**config.mk**
```make
export PLATFORM = sky130hd
export DESIGN_NAME = instr_fetch_flat
export DESIGN_NICKNAME = d
export VERILOG_FILES = /design/src/rtl/instr_fetch_if.sv /design/src/rtl/instr_fetch.sv /design/src/flat_wrapper.sv
export SDC_FILE = /design/constraint.sdc
export NUM_CORES = 1
export LEC_CHECK = 0
export ABC_CLOCK_PERIOD_IN_PS = 12510
export BUFFER_PORTS_ARGS = -buffer_cell sky130_fd_sc_hd__buf_2
export CORE_UTILIZATION = 40
export CTS_BUF_LIST = sky130_fd_sc_hd__clkbuf_8
export DETAILED_ROUTE_END_ITERATION = 7
export GPL_ROUTABILITY_DRIVEN = 0
export HOLD_SLACK_MARGIN = 0.1
export SLEW_MARGIN = 10
export SYNTH_ARGS = -nofsm -noshare
export SYNTH_HDL_FRONTEND = slang
export SYNTH_SLANG_ARGS = --single-unit
```
**constraint.sdc**
```tcl
create_clock -name clk -period 12.51 [get_ports clk]
set_input_delay 1.251 -clock clk [delete_from_list [all_inputs] [get_ports clk]]
set_output_delay 1.251 -clock clk [all_outputs]
set_load 0.03 [all_outputs]
```
**src/rtl/instr_fetch_if.sv**
```systemverilog
// Instruction-fetch bus bundle: PC handshake, instruction-memory port and
// decode-queue head, shared between the fetch stage and its environment.
interface instr_fetch_if;
  logic [31:0] pc_in;
  logic        pc_hold;
  logic        imem_req;
  logic [31:0] imem_addr;
  logic        imem_rvalid;
  logic [31:0] imem_rdata;
  logic        flush;
  logic        id_valid;
  logic [31:0] id_instr;
  logic [31:0] id_pc;
  logic        id_fault;
  logic        id_ready;

  modport slave (
    input  pc_in, imem_rvalid, imem_rdata, flush, id_ready,
    output pc_hold, imem_req, imem_addr, id_valid, id_instr, id_pc, id_fault
  );

  modport master (
    output pc_in, imem_rvalid, imem_rdata, flush, id_ready,
    input  pc_hold, imem_req, imem_addr, id_valid, id_instr, id_pc, id_fault
  );
endinterface

```
**src/rtl/instr_fetch.sv**
```systemverilog
// RV32 instruction-fetch stage: one outstanding word request at a time,
// returned words (or misaligned-PC fault entries) queued for decode.
module instr_fetch #(
  parameter int unsigned DEPTH = 2
) (
  input logic           clk,
  input logic           rst,
  instr_fetch_if.slave  bus
);

  localparam int unsigned PTR_W = (DEPTH > 1) ? $clog2(DEPTH) : 1;
  localparam int unsigned CNT_W = $clog2(DEPTH + 1);

  typedef enum logic [1:0] {
    S_IDLE,
    S_WAIT,
    S_DROP
  } state_t;

  state_t r_state;
  state_t w_next_state;

  logic [31:0]      r_q_instr [DEPTH];
  logic [31:0]      r_q_pc    [DEPTH];
  logic [DEPTH-1:0] r_q_fault;
  logic [PTR_W-1:0] r_wptr;
  logic [PTR_W-1:0] r_rptr;
  logic [CNT_W-1:0] r_count;
  logic [31:0]      r_pc_lat;

  logic        w_full;
  logic        w_issue;
  logic        w_fault_push;
  logic        w_resp_push;
  logic        w_push;
  logic        w_pop;
  logic [31:0] w_push_instr;
  logic [31:0] w_push_pc;

  assign w_full = (r_count == CNT_W'(DEPTH));

  // State register
  always_ff @(posedge clk) begin
    if (rst) begin
      r_state <= S_IDLE;
    end else begin
      r_state <= w_next_state;
    end
  end

  // Next-state logic; a flush while waiting turns the pending response into one to drop
  always_comb begin
    w_next_state = r_state;
    case (r_state)
      S_IDLE: begin
        if (w_issue) w_next_state = S_WAIT;
      end
      S_WAIT: begin
        if (bus.imem_rvalid)  w_next_state = S_IDLE;
        else if (bus.flush)   w_next_state = S_DROP;
      end
      S_DROP: begin
        if (bus.imem_rvalid)  w_next_state = S_IDLE;
      end
      default: w_next_state = S_IDLE;
    endcase
  end

  // Output / control decode; full check uses the registered count only
  always_comb begin
    w_issue      = 1'b0;
    w_fault_push = 1'b0;
    w_resp_push  = 1'b0;
    w_pop        = 1'b0;
    if (!rst) begin
      if (r_state == S_IDLE && !bus.flush && !w_full) begin
        if (bus.pc_in[1:0] == 2'b00) w_issue      = 1'b1;
        else                         w_fault_push = 1'b1;
      end
      if (r_state == S_WAIT && bus.imem_rvalid && !bus.flush) w_resp_push = 1'b1;
      w_pop = (r_count != '0) && bus.id_ready && !bus.flush;
    end
    w_push       = w_fault_push | w_resp_push;
    w_push_instr = w_fault_push ? '0 : bus.imem_rdata;
    w_push_pc    = w_fault_push ? bus.pc_in : r_pc_lat;
  end

  assign bus.imem_req  = w_issue;
  assign bus.imem_addr = bus.pc_in;
  assign bus.pc_hold   = rst | ~(bus.flush | w_issue | w_fault_push);
  assign bus.id_valid  = ~rst & (r_count != '0);
  assign bus.id_instr  = r_q_instr[r_rptr];
  assign bus.id_pc     = r_q_pc[r_rptr];
  assign bus.id_fault  = r_q_fault[r_rptr];

  always_ff @(posedge clk) begin
    if (w_issue) r_pc_lat <= bus.pc_in;
  end

  always_ff @(posedge clk) begin
    if (w_push) begin
      r_q_instr[r_wptr] <= w_push_instr;
      r_q_pc[r_wptr]    <= w_push_pc;
      r_q_fault[r_wptr] <= w_fault_push;
    end
  end

  always_ff @(posedge clk) begin
    if (rst || bus.flush) begin
      r_wptr  <= '0;
      r_rptr  <= '0;
      r_count <= '0;
    end else begin
      if (w_push) r_wptr <= r_wptr + PTR_W'(1);
      if (w_pop)  r_rptr <= r_rptr + PTR_W'(1);
      if (w_push && !w_pop)      r_count <= r_count + CNT_W'(1);
      else if (!w_push && w_pop) r_count <= r_count - CNT_W'(1);
    end
  end

endmodule

```
**src/flat_wrapper.sv**
```systemverilog
// flat-port wrapper written by rule: the top's interface ports become plain ports
module instr_fetch_flat 
#(
  parameter int unsigned DEPTH = 2
)
  (clk, rst, bus_pc_in, bus_imem_rvalid, bus_imem_rdata, bus_flush, bus_id_ready, bus_pc_hold, bus_imem_req, bus_imem_addr, bus_id_valid, bus_id_instr, bus_id_pc, bus_id_fault);
  instr_fetch_if bus_i ();
  input logic clk;
  input logic rst;
  input wire logic [$bits(bus_i.pc_in)-1:0] bus_pc_in;
  input wire logic [$bits(bus_i.imem_rvalid)-1:0] bus_imem_rvalid;
  input wire logic [$bits(bus_i.imem_rdata)-1:0] bus_imem_rdata;
  input wire logic [$bits(bus_i.flush)-1:0] bus_flush;
  input wire logic [$bits(bus_i.id_ready)-1:0] bus_id_ready;
  output wire logic [$bits(bus_i.pc_hold)-1:0] bus_pc_hold;
  output wire logic [$bits(bus_i.imem_req)-1:0] bus_imem_req;
  output wire logic [$bits(bus_i.imem_addr)-1:0] bus_imem_addr;
  output wire logic [$bits(bus_i.id_valid)-1:0] bus_id_valid;
  output wire logic [$bits(bus_i.id_instr)-1:0] bus_id_instr;
  output wire logic [$bits(bus_i.id_pc)-1:0] bus_id_pc;
  output wire logic [$bits(bus_i.id_fault)-1:0] bus_id_fault;
  assign bus_i.pc_in = bus_pc_in;
  assign bus_i.imem_rvalid = bus_imem_rvalid;
  assign bus_i.imem_rdata = bus_imem_rdata;
  assign bus_i.flush = bus_flush;
  assign bus_i.id_ready = bus_id_ready;
  assign bus_pc_hold = bus_i.pc_hold;
  assign bus_imem_req = bus_i.imem_req;
  assign bus_imem_addr = bus_i.imem_addr;
  assign bus_id_valid = bus_i.id_valid;
  assign bus_id_instr = bus_i.id_instr;
  assign bus_id_pc = bus_i.id_pc;
  assign bus_id_fault = bus_i.id_fault;
  instr_fetch #(.DEPTH(DEPTH)) u_core (.clk(clk), .rst(rst), .bus(bus_i));
endmodule
```
======== After elaboration in Yosys (flattened, before gate mapping) ========
Memories as Yosys holds them, arrays and structs flattened. A register that Yosys moved wholly into a read port is not among the register bits.
Cells that the tools add are included.
operators by class
  add/sub/neg operators ................... 4
  multiply operators ...................... 0
  div/mod/pow operators ................... 0
  order comparisons ....................... 3
  equal/unequal tests ..................... 6
  shift-type cells ........................ 0
  muxes and demuxes ....................... 29
  bitwise gates (word level) .............. 7
  reduce and logical (&&, ||, !) cells .... 19
operators with widths
  kind                                                                      number
  32-bit 2-to-1 mux                                                         2
  1-bit 2-to-1 mux                                                          18
  2-bit 2-to-1 mux                                                          6
  1-bit logical AND                                                         9
  2-bit one-hot mux with 3 select lines                                     1
  2-bit == test (second input constant)                                     2
  1-bit logical NOT                                                         4
  2-bit logical NOT                                                         2
  1-bit by 2-bit < comparator with 1-bit output (second input constant)     2
  1-bit bitwise OR                                                          4
  2-bit nonzero test                                                        2
  3-bit inequality test (second input constant)                             1
  3-bit AND reduction                                                       1
  1-bit adder (second input constant)                                       2
  2-bit by 1-bit adder with 2-bit output (second input constant)            1
  2-bit bitwise mux                                                         1
  2-bit by 1-bit == test with 1-bit output (second input constant)          1
  2-bit by 1-bit inequality test with 1-bit output (second input constant)  1
  2-bit inequality test (second input constant)                             1
  1-bit NOT                                                                 2
  2-bit by 1-bit subtractor with 2-bit output (second input constant)       1
  1-bit bitwise AND                                                         1
  1-bit demux with 1-bit select                                             1
  1-bit >= comparator (second input constant)                               1
  1-bit logical OR                                                          1
storage, ports and cells
  bits in registers ....................... 40
  bits in latches ......................... 0
  memory bits (writable) .................. 128
  bits in read-only memories .............. 0
  input port bits ......................... 69
  output and inout bits ................... 100
  memories ................................ 2
memories
  name              depth  bits a word  read ports  clocked after Yosys merged registers in  wr ports  RTL line           text
  u_core.r_q_instr  2      32           1           1                                        1         instr_fetch.sv:23  logic [31:0] r_q_instr [DEPTH];
  u_core.r_q_pc     2      32           1           1                                        1         instr_fetch.sv:24  logic [31:0] r_q_pc [DEPTH];

======== Logic depth before layout (Yosys ltp) ========
Gate-level depths: netlist of the first run.
  word-level depth ........................ 10
  mapped depth ............................ 9
  depth with buffers taken out ............ 7

======== Worst setup path after synthesis of the first run ========
No wires, ideal clock.
  path type ............................... input-to-output
  from .................................... input bus_flush
  to ...................................... output bus_imem_req
  data arrival time ....................... 5986 ps
  data required time ...................... 11259 ps
  setup slack ............................. 5273 ps
  cell stages on the path ................. 3
  path buffers ............................ 1
  cell sequence ........................... or2_1 -> clkbuf_1 -> nor4b_1
between the ends
  longest elaborated chain between the ends .. 5
ends and longest elaborated chain
  item                             RTL line            text
  start, declared                  flat_wrapper.sv:13  input wire logic [$bits(bus_i.flush)-1:0] bus_flush;
  1-bit logical NOT                instr_fetch.sv:76   if (r_state == S_IDLE && !bus.flush && !w_full) begin
  1-bit logical AND (2 in series)  instr_fetch.sv:76
  1-bit 2-to-1 mux                 instr_fetch.sv:76
  1-bit 2-to-1 mux                 instr_fetch.sv:75   if (!rst) begin
  end, declared                    flat_wrapper.sv:16  output wire logic [$bits(bus_i.imem_req)-1:0] bus_imem_req;
Every way passes these cells.

======== Worst setup path after layout of the first run ========
  from .................................... input bus_flush
  to ...................................... memory u_core.r_q_instr[0][5] (enable)
between the ends
  longest elaborated chain between the ends .. 8
  elaborated cells between the ends (all ways) .. 11
  those cells by class .................... mux: 6; bitwise: 1; reduce/logical: 4
ends and longest elaborated chain
  item                                      RTL line                              text
  1-bit logical NOT *                       instr_fetch.sv:76, instr_fetch.sv:80
  1-bit logical AND (2 in series)           instr_fetch.sv:76
  1-bit 2-to-1 mux                          instr_fetch.sv:76
  1-bit 2-to-1 mux                          instr_fetch.sv:75
  1-bit bitwise OR *                        instr_fetch.sv:83                     w_push = w_fault_push | w_resp_push;
  named net u_core.w_push                   instr_fetch.sv:35                     logic w_push;
  1-bit 2-to-1 mux *                        instr_fetch.sv:101                    if (w_push) begin
  1-bit 2-to-1 mux (not written as such) *  instr_fetch.sv:102                    r_q_instr[r_wptr] <= w_push_instr;
  end, declared                             instr_fetch.sv:23
Mark *: on every way through the listed nets, which the timed path passes. The rest lies on a longest branch.

==> results.ini, run 1 <==
[clock_tree]
cts_hold_buf = 0
cts_resized = 0
post_cts_buffers = 0
clk_path_buf_depth = 2
clkTransAtPathRegs_ns = 0.08
cts.sink_count = 169
cts_tree = done
h-tree-depth = 4
root_buffer = clkbuf_8
clock_latency_ns = 0.44
cts_buffers = 17

[final_layout]
nFillCells = 1483
area_delta_synth_final_pct = 17.2
drive_above_1_share_pct = 45.8
antenna_cells = 0
nets = 657
final_area_um2 = 8070

[die]
start_util_pct = 41.2
dieArea_um2 = 17700
die_x_um = 133
ios = 169
rows = 47
core_area_um2 = 16700
fp.dieH_um = 133

[grt]
grt_overflow = 0
grt_pass1_wl_um = 19700
met2_usage_pct = 24.8
grtUsageMet3_pct = 4.30
antenna_found_initial = 0
grt_pass1_vias = 3882
grt_util_met1_pct = 18.8
grt_usage_pct = 14.9
grt_max_degree = 66
grt_busiest_layer = met2

[drt]
drt-total-wl_um = 12700
drc = 0
wl_per_cell_um = 15.4
first_pass_iters = 4
vias_per_cell = 4.68
drt_iter0_markers = 185
num_vias = 3834
antenna_left = 0

[setup_path]
crit_required_ns = 12.58
path_class = in -> reg
cpMostUsedCell = buf_4
end_kind = flip-flop
reg2reg_slack_ns = 9.37
critPathArrivalTime_ns = 3.73
crit_buf_inv = 3
startpoint_type = input port
crit-reg2reg-launch = u_core.r_state[1]
slowest_stage = buf_4
slowest_delay_ns = 0.71
worstRegToRegCells = 6
critPathMaxFanout = 65
cp_top_family = buffers and inverters
r2r_end = u_core.r_q_instr[0][5]
crit_chain = buf_2 -> or2_1 -> or4_2 -> buf_4 -> o21ai_2 -> nor2b_4 -> buf_4

[logic_synthesis]
async_reset_ff_share_pct = 0
ys_ff_latch = 169
synth_area_leader_cell = edfxtp_1
syn_area_um2 = 6880
synth_edf_count = 162
avgSynthCellArea_um2 = 15.4
synth_top_area_share_pct = 70.7
syn_inst = 447
synthFlopType = edfxtp_1
synth_common_cells = edfxtp_1 (162), nand2_1 (94), mux2_2 (66)
synth-seq-area-share_pct = 72.7
ys_top_cells_by_area = edfxtp_1 (71%), mux2_2 (11%), nand2_1 (5.1%)
yosys_warnings = 0
synth.most_common_cell = edfxtp_1
synth_cell_types = 27
synth_nets = 517

[sta]
fin_setup_tns_ns = 0
fmaxAchievable_mhz = 273
setup_viol = 0
tightest_slew_ns = 0.958
rsz0062_at_grt = false
slew_headroom_pct = 36.1
post-route-min-period_ns = 3.66
fin_crit_sh_pct = 29.2
drv_slew = 0
clock_skew_ns = 0.00855
hold_viol = 0

[placement]
dp_hpwl_um = 7610
dpl-instance-area_um2 = 7680
io_buffers = 168

[min_path]
min_to = u_core.r_state[0]
min_path_cells = 1
hold_start = u_core.r_state[1]
hp-class = reg -> reg

[power_and_ir_drop]
power.density_nw_per_um2 = 140
ir_drop_mv = 0.0908
power.leakage_nw = 3.08

[run_status]
status = completed

[run]
cap_viol_max_count = 0

## cells in the final DEF, fill, tap and decap left out, types with 2 or more instances in the layout
cell	count
a21oi_1	2
a22o_1	2
and2_1	32
buf_2	168
buf_4	3
bufinv_16	2
clkbuf_8	17
clkinv_1	2
clkinv_2	3
clkinv_4	2
clkinvlp_4	4
dfxtp_1	6
edfxtp_1	162
inv_6	3
mux2_2	66
nand2_1	94
nor2_1	9
nor3_1	3
o21ai_0	2
or2_1	2
xor2_1	3
## final cells by class
class                           instances  area (um2)  area share [%]
Timing Repair Buffer                  171         863            10.7
Clock buffer                           17         234            2.90
Sequential cell                       169        5010            62.1
Clock inverter                         15         151            1.88
Inverter                                1        5.00          0.0620
Multi-Input combinational cell        227        1530            19.0
Tap cell                              220         275            3.41
## cell families after synthesis
group / share of synthesized area (%)
buffers and inverters: 5.31
adder cells (fa/ha/maj): 0.182
AO/OA/AOI/OAI: 0.782
flip-flops: 72.7
XOR/XNOR: 0.382
multiplexers: 10.9
AND/OR/NAND/NOR: 9.69
## power breakdown
| part | leakage (nW) | internal (mW) | switching (mW) |
|---|---|---|---|
| logic | 1.35 | 0.0369 | 0.0755 |
| registers | 1.54 | 0.641 | 0.00540 |
| clock network | 0.184 | 0.177 | 0.194 |
| total | 3.08 | 0.855 | 0.275 |
## registers in the layout, summed over array words and instances, names as in the netlist, named ones only
signal            flops
u_core.r_q_instr     64
u_core.r_q_fault      2
u_core.r_wptr         1
u_core.r_pc_lat      32
u_core.r_q_pc        64
u_core.r_count        2
u_core.r_state        2
u_core.r_rptr         1
## how the worst max path moves through the flow
stage | start | endpoint | cells after the start
floorplan | bus_flush | bus_imem_req | 3
global placement | bus_flush | u_core.r_q_instr[0][5] | 7
detailed placement | bus_flush | u_core.r_q_instr[0][11] | 7
CTS | bus_flush | bus_imem_req | 4
global route | bus_flush | u_core.r_q_instr[0][21] | 7
finish | bus_flush | u_core.r_q_instr[0][5] | 7
## stage by stage
stage | hold slack [ns] | cells | worst slack [ns] | power (mW) | util (%)
finish | 0.510 | 820 | 8.85 | 1.13 | 48.3
global route | 0.547 | 820 | 8.71 | 1.18 | 48.3
CTS | 0.516 | 820 | 8.84 | 1.15 | 48.3
detailed placement | 0.505 | 788 | 8.35 | 0.773 | 46.0
global placement | 0.497 | 788 | 8.38 | 0.771 | 46.0
floorplan | 0.451 | 447 | 5.27 | 0.742 | -
## metal layers
layer  up-vias  wire length, um
met5         -                0
met2       149             6130
met4         0              119
met1      1831             5680
li1       1843                -
met3        11              724
Power figures use the tool's default switching activity.
==> run 2, diff against run 1 <==
Settings changed: ABC_AREA from default to 1, ABC_CLOCK_PERIOD_IN_PS 12510 to 3400.
Clock period 12.51 ns to 3.4 ns, I/O delays scaled along.
==> run 2 against run 1 <==
Compared with the run above: clock power rose to 3.9 times the previous value; setup slack worse by 8.0 ns; critical path depth fell by 1; combinational power rose to 4.1 times the previous value; design area is 6.6% higher; via count up 8.7%; sequential power increased to 3.7 times the previous value.
==> results.ini, run 2 <==
[logic_synthesis]
synth-seq-area-share_pct = 71.3  ; -1.4 points
syn_area_um2 = 7020  ; +1.9%
synth_cell_types = 20  ; -26%
synth.most_common_cell = edfxtp_1
yosys_warnings = 0  ; unchanged
synth_common_cells = edfxtp_1 (162), nand2_1 (106), mux2_2 (64)
ys_top_cells_by_area = edfxtp_1 (69%), mux2_2 (10%), nand2_1 (5.7%)
synth_area_leader_cell = edfxtp_1
synth_edf_count = 162  ; unchanged
avgSynthCellArea_um2 = 14.2  ; -8.0%
ys_ff_latch = 169  ; unchanged
async_reset_ff_share_pct = 0  ; unchanged
syn_inst = 495  ; +11%
synth_top_area_share_pct = 69.3  ; -1.3 points
synthFlopType = edfxtp_1
synth_nets = 565  ; +9.3%

[setup_path]
end_kind = primary output
critPathMaxFanout = 10  ; -85%
crit-reg2reg-launch = u_core.r_count[0]
critPathArrivalTime_ns = 2.25  ; -1.48 ns
crit_required_ns = 3.06  ; -9.52 ns
path_class = in -> out
startpoint_type = input port
cp-startpoint = rst

[run]
cap_viol_max_count = 0  ; unchanged

[sta]
tightest_slew_ns = 0.897  ; -0.0615 ns
fin_crit_sh_pct = 76.3
rsz0062_at_grt = false
clock_skew_ns = 0.0128  ; +0.00423 ns
post-route-min-period_ns = 2.59
postLayoutSetupSlackWorst_ns = 0.805  ; -8.05 ns
drv_slew = 0  ; unchanged
fin_setup_tns_ns = 0  ; unchanged
hold_viol = 0  ; unchanged
slew_headroom_pct = 40.2  ; +4.1 points
setup_viol = 0  ; unchanged
fmaxAchievable_mhz = 385

[clock_tree]
cts_buffers = 17  ; unchanged
root_buffer = clkbuf_8
cts_tree = done
post_cts_buffers = 0  ; unchanged
clkTransAtPathRegs_ns = 0.07  ; about the same
clock_latency_ns = 0.45  ; about the same
cts.sink_count = 169  ; unchanged
cts_resized = 0  ; unchanged
clk_path_buf_depth = 2  ; unchanged
h-tree-depth = 4  ; unchanged

[die]
start_util_pct = 40.7  ; -0.51 points
fp.dieH_um = 134  ; +0.95%
dieArea_um2 = 18100  ; +1.9%
core_area_um2 = 17200  ; +3.2%
die_x_um = 134  ; +0.95%
rows = 48  ; +2.1%
ios = 169  ; unchanged

[grt]
grt_pass1_vias = 4264  ; +9.8%
grt_pass1_wl_um = 21500  ; +9.2%
grt_usage_pct = 16.0  ; +1.1 points
grt_max_degree = 67  ; +1.5%
grt_overflow = 0  ; unchanged
antenna_found_initial = 0  ; unchanged

[drt]
vias_per_cell = 4.59  ; -1.9%
drt_iter0_markers = 170  ; -8.1%
first_pass_iters = 4  ; unchanged
drt-total-wl_um = 13600  ; +7.3%
num_vias = 4166  ; +8.7%
wl_per_cell_um = 14.9  ; -3.1%
drc = 0  ; unchanged
antenna_left = 0  ; unchanged

[final_layout]
layout_commonest_cell = buf_2
drive_above_1_share_pct = 43.8  ; -2.1 points
nets = 742  ; +13%
area_delta_synth_final_pct = 22.6
antenna_cells = 0  ; unchanged
final_cell_mix = buf_2 (168), edfxtp_1 (162), nand2_1 (106)
top_regs = u_core.r_q_instr (64), u_core.r_q_pc (64), u_core.r_pc_lat (32)

[placement]
io_buffers = 168  ; unchanged
place_ws_ns = 0.933  ; -7.42 ns
dp_hpwl_um = 8270  ; +8.7%

[power_and_ir_drop]
p_comb_share_pct = 10.8  ; +0.9 points
ir_drop_mv = 0.237  ; +160%
power.leakage_nw = 3.46  ; +12%
power.density_nw_per_um2 = 495  ; +250%
fin_total_pwr_mw = 4.26  ; +280%
p_seq_share_pct = 55.4  ; -1.8 points
power.internal_mw = 3.28  ; +280%
clockPowerShare_pct = 33.8  ; +0.9 points
switching_share_pct = 23.0  ; -1.4 points
p_sw_mw = 0.978  ; +260%

[min_path]
hp-class = in -> reg
hold_start = bus_flush

[run_status]
status = completed

[run 2: path summary, 6_finish.rpt]
path	end	slack, ns	cells after the start
setup / recovery	bus_imem_req	0.81	6
hold / removal	u_core.r_state[1]	0.21	3
hold reg to reg	u_core.r_state[1]	0.50	2
setup reg to reg	u_core.r_q_instr[1][12]	1.08	6
[run 2: routing by layer]
layer	vias to the layer above	part of all wire [%]	GRT usage [%]	wire length (um)
li1	2013	-	-	-
met3	23	6.2	4.65	844
met4	0	2.2	6.62	302
met5	-	0	0	0
met2	152	47	26.6	6390
met1	1978	44	19.6	6030
[run 2: kinds of logic after synthesis]
family / count (synthesis) / share of synthesized area (%)
compound gates: 11 / 0.820
xor+xnor: 1 / 0.125
fa+ha+maj: 1 / 0.178
buf+inv: 94 / 7.58
flops: 169 / 71.3
mux: 64 / 10.3
simple gates: 155 / 9.68
[run 2: cell type report]
cell class                 count  area (um2)
fill                        1503        8640
sequential                   169        5010
multi-input combinational    232        1500
timing repair buffer         207        1240
tap                          225         282
clock buffer                  17         234
inverter                      45         169
clock inverter                13         164
[run 2: timing repair]
action / in CTS / in global routing
endpoints found under the setup margin: 0 / 0
endpoints found under the hold margin: 34 / 0
hold buffers: 33 / 0
[run 2: metrics by stage]
step | hold WS, ns | util, % | cells | instance area, um2
after floorplan | 0.409 | - | 495 | 7020
after global placement | 0.479 | 45.7 | 845 | 7870
after detailed placement | 0.489 | 45.7 | 845 | 7870
after CTS | 0.168 | 49.9 | 908 | 8600
after global routing | 0.180 | 49.9 | 908 | 8600
final | 0.208 | 49.9 | 908 | 8600
[run 2: worst max-delay path, stage by stage]
cell,delay [ns]
dlygate4sd3_1,0.53
buf_2,0.16
nor2_1,0.33
nand3_1,0.17
inv_1,0.43
buf_2,0.30
[run 2: power groups by stage]
stage / sequential [mW] / clock [mW] / combinational (mW)
2_1_floorplan: 2.40 / 0 / 0.317
3_3_place_gp: 2.41 / 0 / 0.426
3_5_place_dp: 2.41 / 0 / 0.434
4_1_cts: 2.36 / 1.48 / 0.465
5_1_grt: 2.37 / 1.56 / 0.498
6_report: 2.36 / 1.44 / 0.460
==> run 3, diff against run 2 <==
Settings changed: ABC_CLOCK_PERIOD_IN_PS 3400 to 2500.
Clock period 3.4 ns to 2.5 ns, I/O delays scaled along.
==> run 3 against run 2 <==
Compared with the run above: sequential share of layout area fell by 0.37 points; clock skew shrank 0.0032 ns; die area is the same; non-clock buffer count increased by 8; first-iteration DRC count is 12% higher; global-route usage about the same; setup slack lost 0.57 ns; highest routed layer unchanged; power up 30%; combinational power rose by 40%; clock power rose by 19%.
==> results.ini, run 3 (synthesis gave the netlist of run 2 again) <==
[grt]
grt_pass1_vias = 4226  ; -0.89%
grt_pass1_wl_um = 21600  ; +0.35%
grt_max_degree = 66  ; -1.5%
antenna_found_initial = 0  ; unchanged
grt_usage_pct = 16.0  ; -0.020 points
grt_overflow = 0  ; unchanged

[sta]
postLayoutSetupSlackWorst_ns = 0.237  ; -0.568 ns
clock_skew_ns = 0.00957  ; -0.00321 ns
drv_slew = 0  ; unchanged
post-route-min-period_ns = 2.26
setup_viol = 0  ; unchanged
hold_viol = 0  ; unchanged
fmaxAchievable_mhz = 442
fin_setup_tns_ns = 0  ; unchanged
tightest_slew_ns = 0.458  ; -0.439 ns
slew_headroom_pct = 69.5  ; +29 points
fin_crit_sh_pct = 90.5
rsz0062_at_grt = false
whs_ns = 0.139  ; -0.0683 ns

[drt]
drt-total-wl_um = 13800  ; +1.6%
drt_iter0_markers = 190  ; +12%
met2_length_um = 6670  ; +4.3%
vias_per_cell = 4.59  ; about the same
wl_met1_um = 6070  ; +0.63%
highest_layer = met4
drc = 0  ; unchanged
antenna_left = 0  ; unchanged
num_vias = 4211  ; +1.1%
wl_per_cell_um = 15.0  ; +0.49%
wl_met3_um = 852  ; +0.95%
first_pass_iters = 4  ; unchanged

[die]
rows = 48  ; unchanged
core_area_um2 = 17200  ; unchanged
start_util_pct = 40.7  ; unchanged
fp.dieH_um = 134  ; unchanged
die_x_um = 134  ; unchanged
ios = 169  ; unchanged
dieArea_um2 = 18100  ; unchanged

[power_and_ir_drop]
switching_share_pct = 24.7  ; +1.7 points
power.internal_mw = 4.18  ; +28%
p_sw_mw = 1.37  ; +40%
fin_total_pwr_mw = 5.56  ; +30%
power.leakage_nw = 3.47  ; +0.42%
p_seq_share_pct = 57.7  ; +2.3 points
clockPowerShare_pct = 30.7  ; -3.1 points
power.density_nw_per_um2 = 642  ; +30%
p_comb_share_pct = 11.6  ; +0.8 points
ir_drop_mv = 0.304  ; +28%

[placement]
dp_hpwl_um = 8820  ; +6.7%
io_buffers = 168  ; unchanged
dp_cells = 851  ; +0.71%
place_ws_ns = 0.546  ; -0.387 ns
dpl-instance-area_um2 = 7950  ; +1.0%

[setup_path]
critPathArrivalTime_ns = 2.01  ; -0.24 ns
crit_chain = dlygate4sd3_1 -> buf_2 -> nor2_1 -> nand3_1 -> clkinvlp_4 -> buf_2
critPathMaxFanout = 10  ; unchanged
crit_buf_inv = 4  ; unchanged
startpoint_type = input port
reg2reg_slack_ns = 0.69  ; -0.39 ns
slowest_delay_ns = 0.55  ; +0.02 ns
cp_top_family = buffers and inverters
end_kind = primary output
cpMostUsedCell = buf_2
slowest_stage = dlygate4sd3_1
path_class = in -> out
crit_required_ns = 2.25  ; -0.81 ns

[final_layout]
final-seq-area_um2 = 5010  ; unchanged
drive_above_1_share_pct = 44.7  ; +0.96 points
finalNonFillerCells = 918  ; +1.1%
top_regs = u_core.r_q_instr (64), u_core.r_q_pc (64), u_core.r_pc_lat (32)
multiInputGateArea_um2 = 1500  ; unchanged
area_delta_synth_final_pct = 23.4
layout_commonest_cell = buf_2
final_cell_mix = buf_2 (168), edfxtp_1 (162), nand2_1 (106)
nets = 750  ; +1.1%
utilization_pct = 50.2  ; +0.32 points
final_area_um2 = 8650  ; +0.64%
nFillCells = 1497  ; -0.40%
antenna_cells = 0  ; unchanged

[clock_tree]
clock_latency_ns = 0.44  ; about the same
clk_path_buf_depth = 2  ; unchanged
root_buffer = clkbuf_8
cts_buffers = 17  ; unchanged
clkTransAtPathRegs_ns = 0.08  ; about the same
cts.sink_count = 169  ; unchanged
cts_tree = done
h-tree-depth = 4  ; unchanged

[run_status]
status = completed

[min_path]
hp-class = in -> reg

[run]
cap_viol_max_count = 0  ; unchanged

[run 3: layout make-up]
cell class | instances | share of cell area [%]
Clock buffer | 17 | 2.70
Clock inverter | 15 | 1.30
Inverter | 45 | 2.00
Multi-Input combinational cell | 232 | 17.3
Sequential cell | 169 | 57.9
Tap cell | 225 | 3.25
Timing Repair Buffer | 215 | 15.5
[run 3: worst register-to-register path, stage by stage, from the launching register on]
cell	delay, ns
dfxtp_1	0.32
inv_1	0.10
nand2_1	0.10
nor2_4	0.16
nand2_4	0.16
inv_2	0.39
buf_12	0.25
nor2_1	0.10
[run 3: final timing paths]
check | end | depth (start not counted) | start
worst max-delay path | bus_imem_req | 6 | bus_flush
worst min-delay path | u_core.r_q_instr[1][5] | 3 | bus_imem_rdata[5]
worst max register to register | u_core.r_q_instr[0][2] | 7 | u_core.r_state[0]
worst min register to register | u_core.r_state[1] | 2 | u_core.r_state[0]
[run 3: routing by layer]
metal / vias to the layer above / GRT usage, %
li1: 2033 / -
met1: 2004 / 20.1
met2: 159 / 26.5
met3: 15 / 4.23
met4: 0 / 5.93
met5: - / 0
[run 3: power groups by stage]
stage | sequential [mW] | combinational, mW | clock (mW)
after floorplan | 3.27 | 0.432 | 0
after global placement | 3.27 | 0.595 | 0
after detailed placement | 3.27 | 0.606 | 0
after CTS | 3.21 | 0.650 | 1.77
after global routing | 3.21 | 0.698 | 1.87
final | 3.21 | 0.644 | 1.71
[run 3: what timing repair did]
item,in CTS,in global routing
hold endpoints to repair,53,0
setup buffers,0,0
gates resized for setup,0,1
hold buffers,35,0
endpoints found under the setup margin,0,1
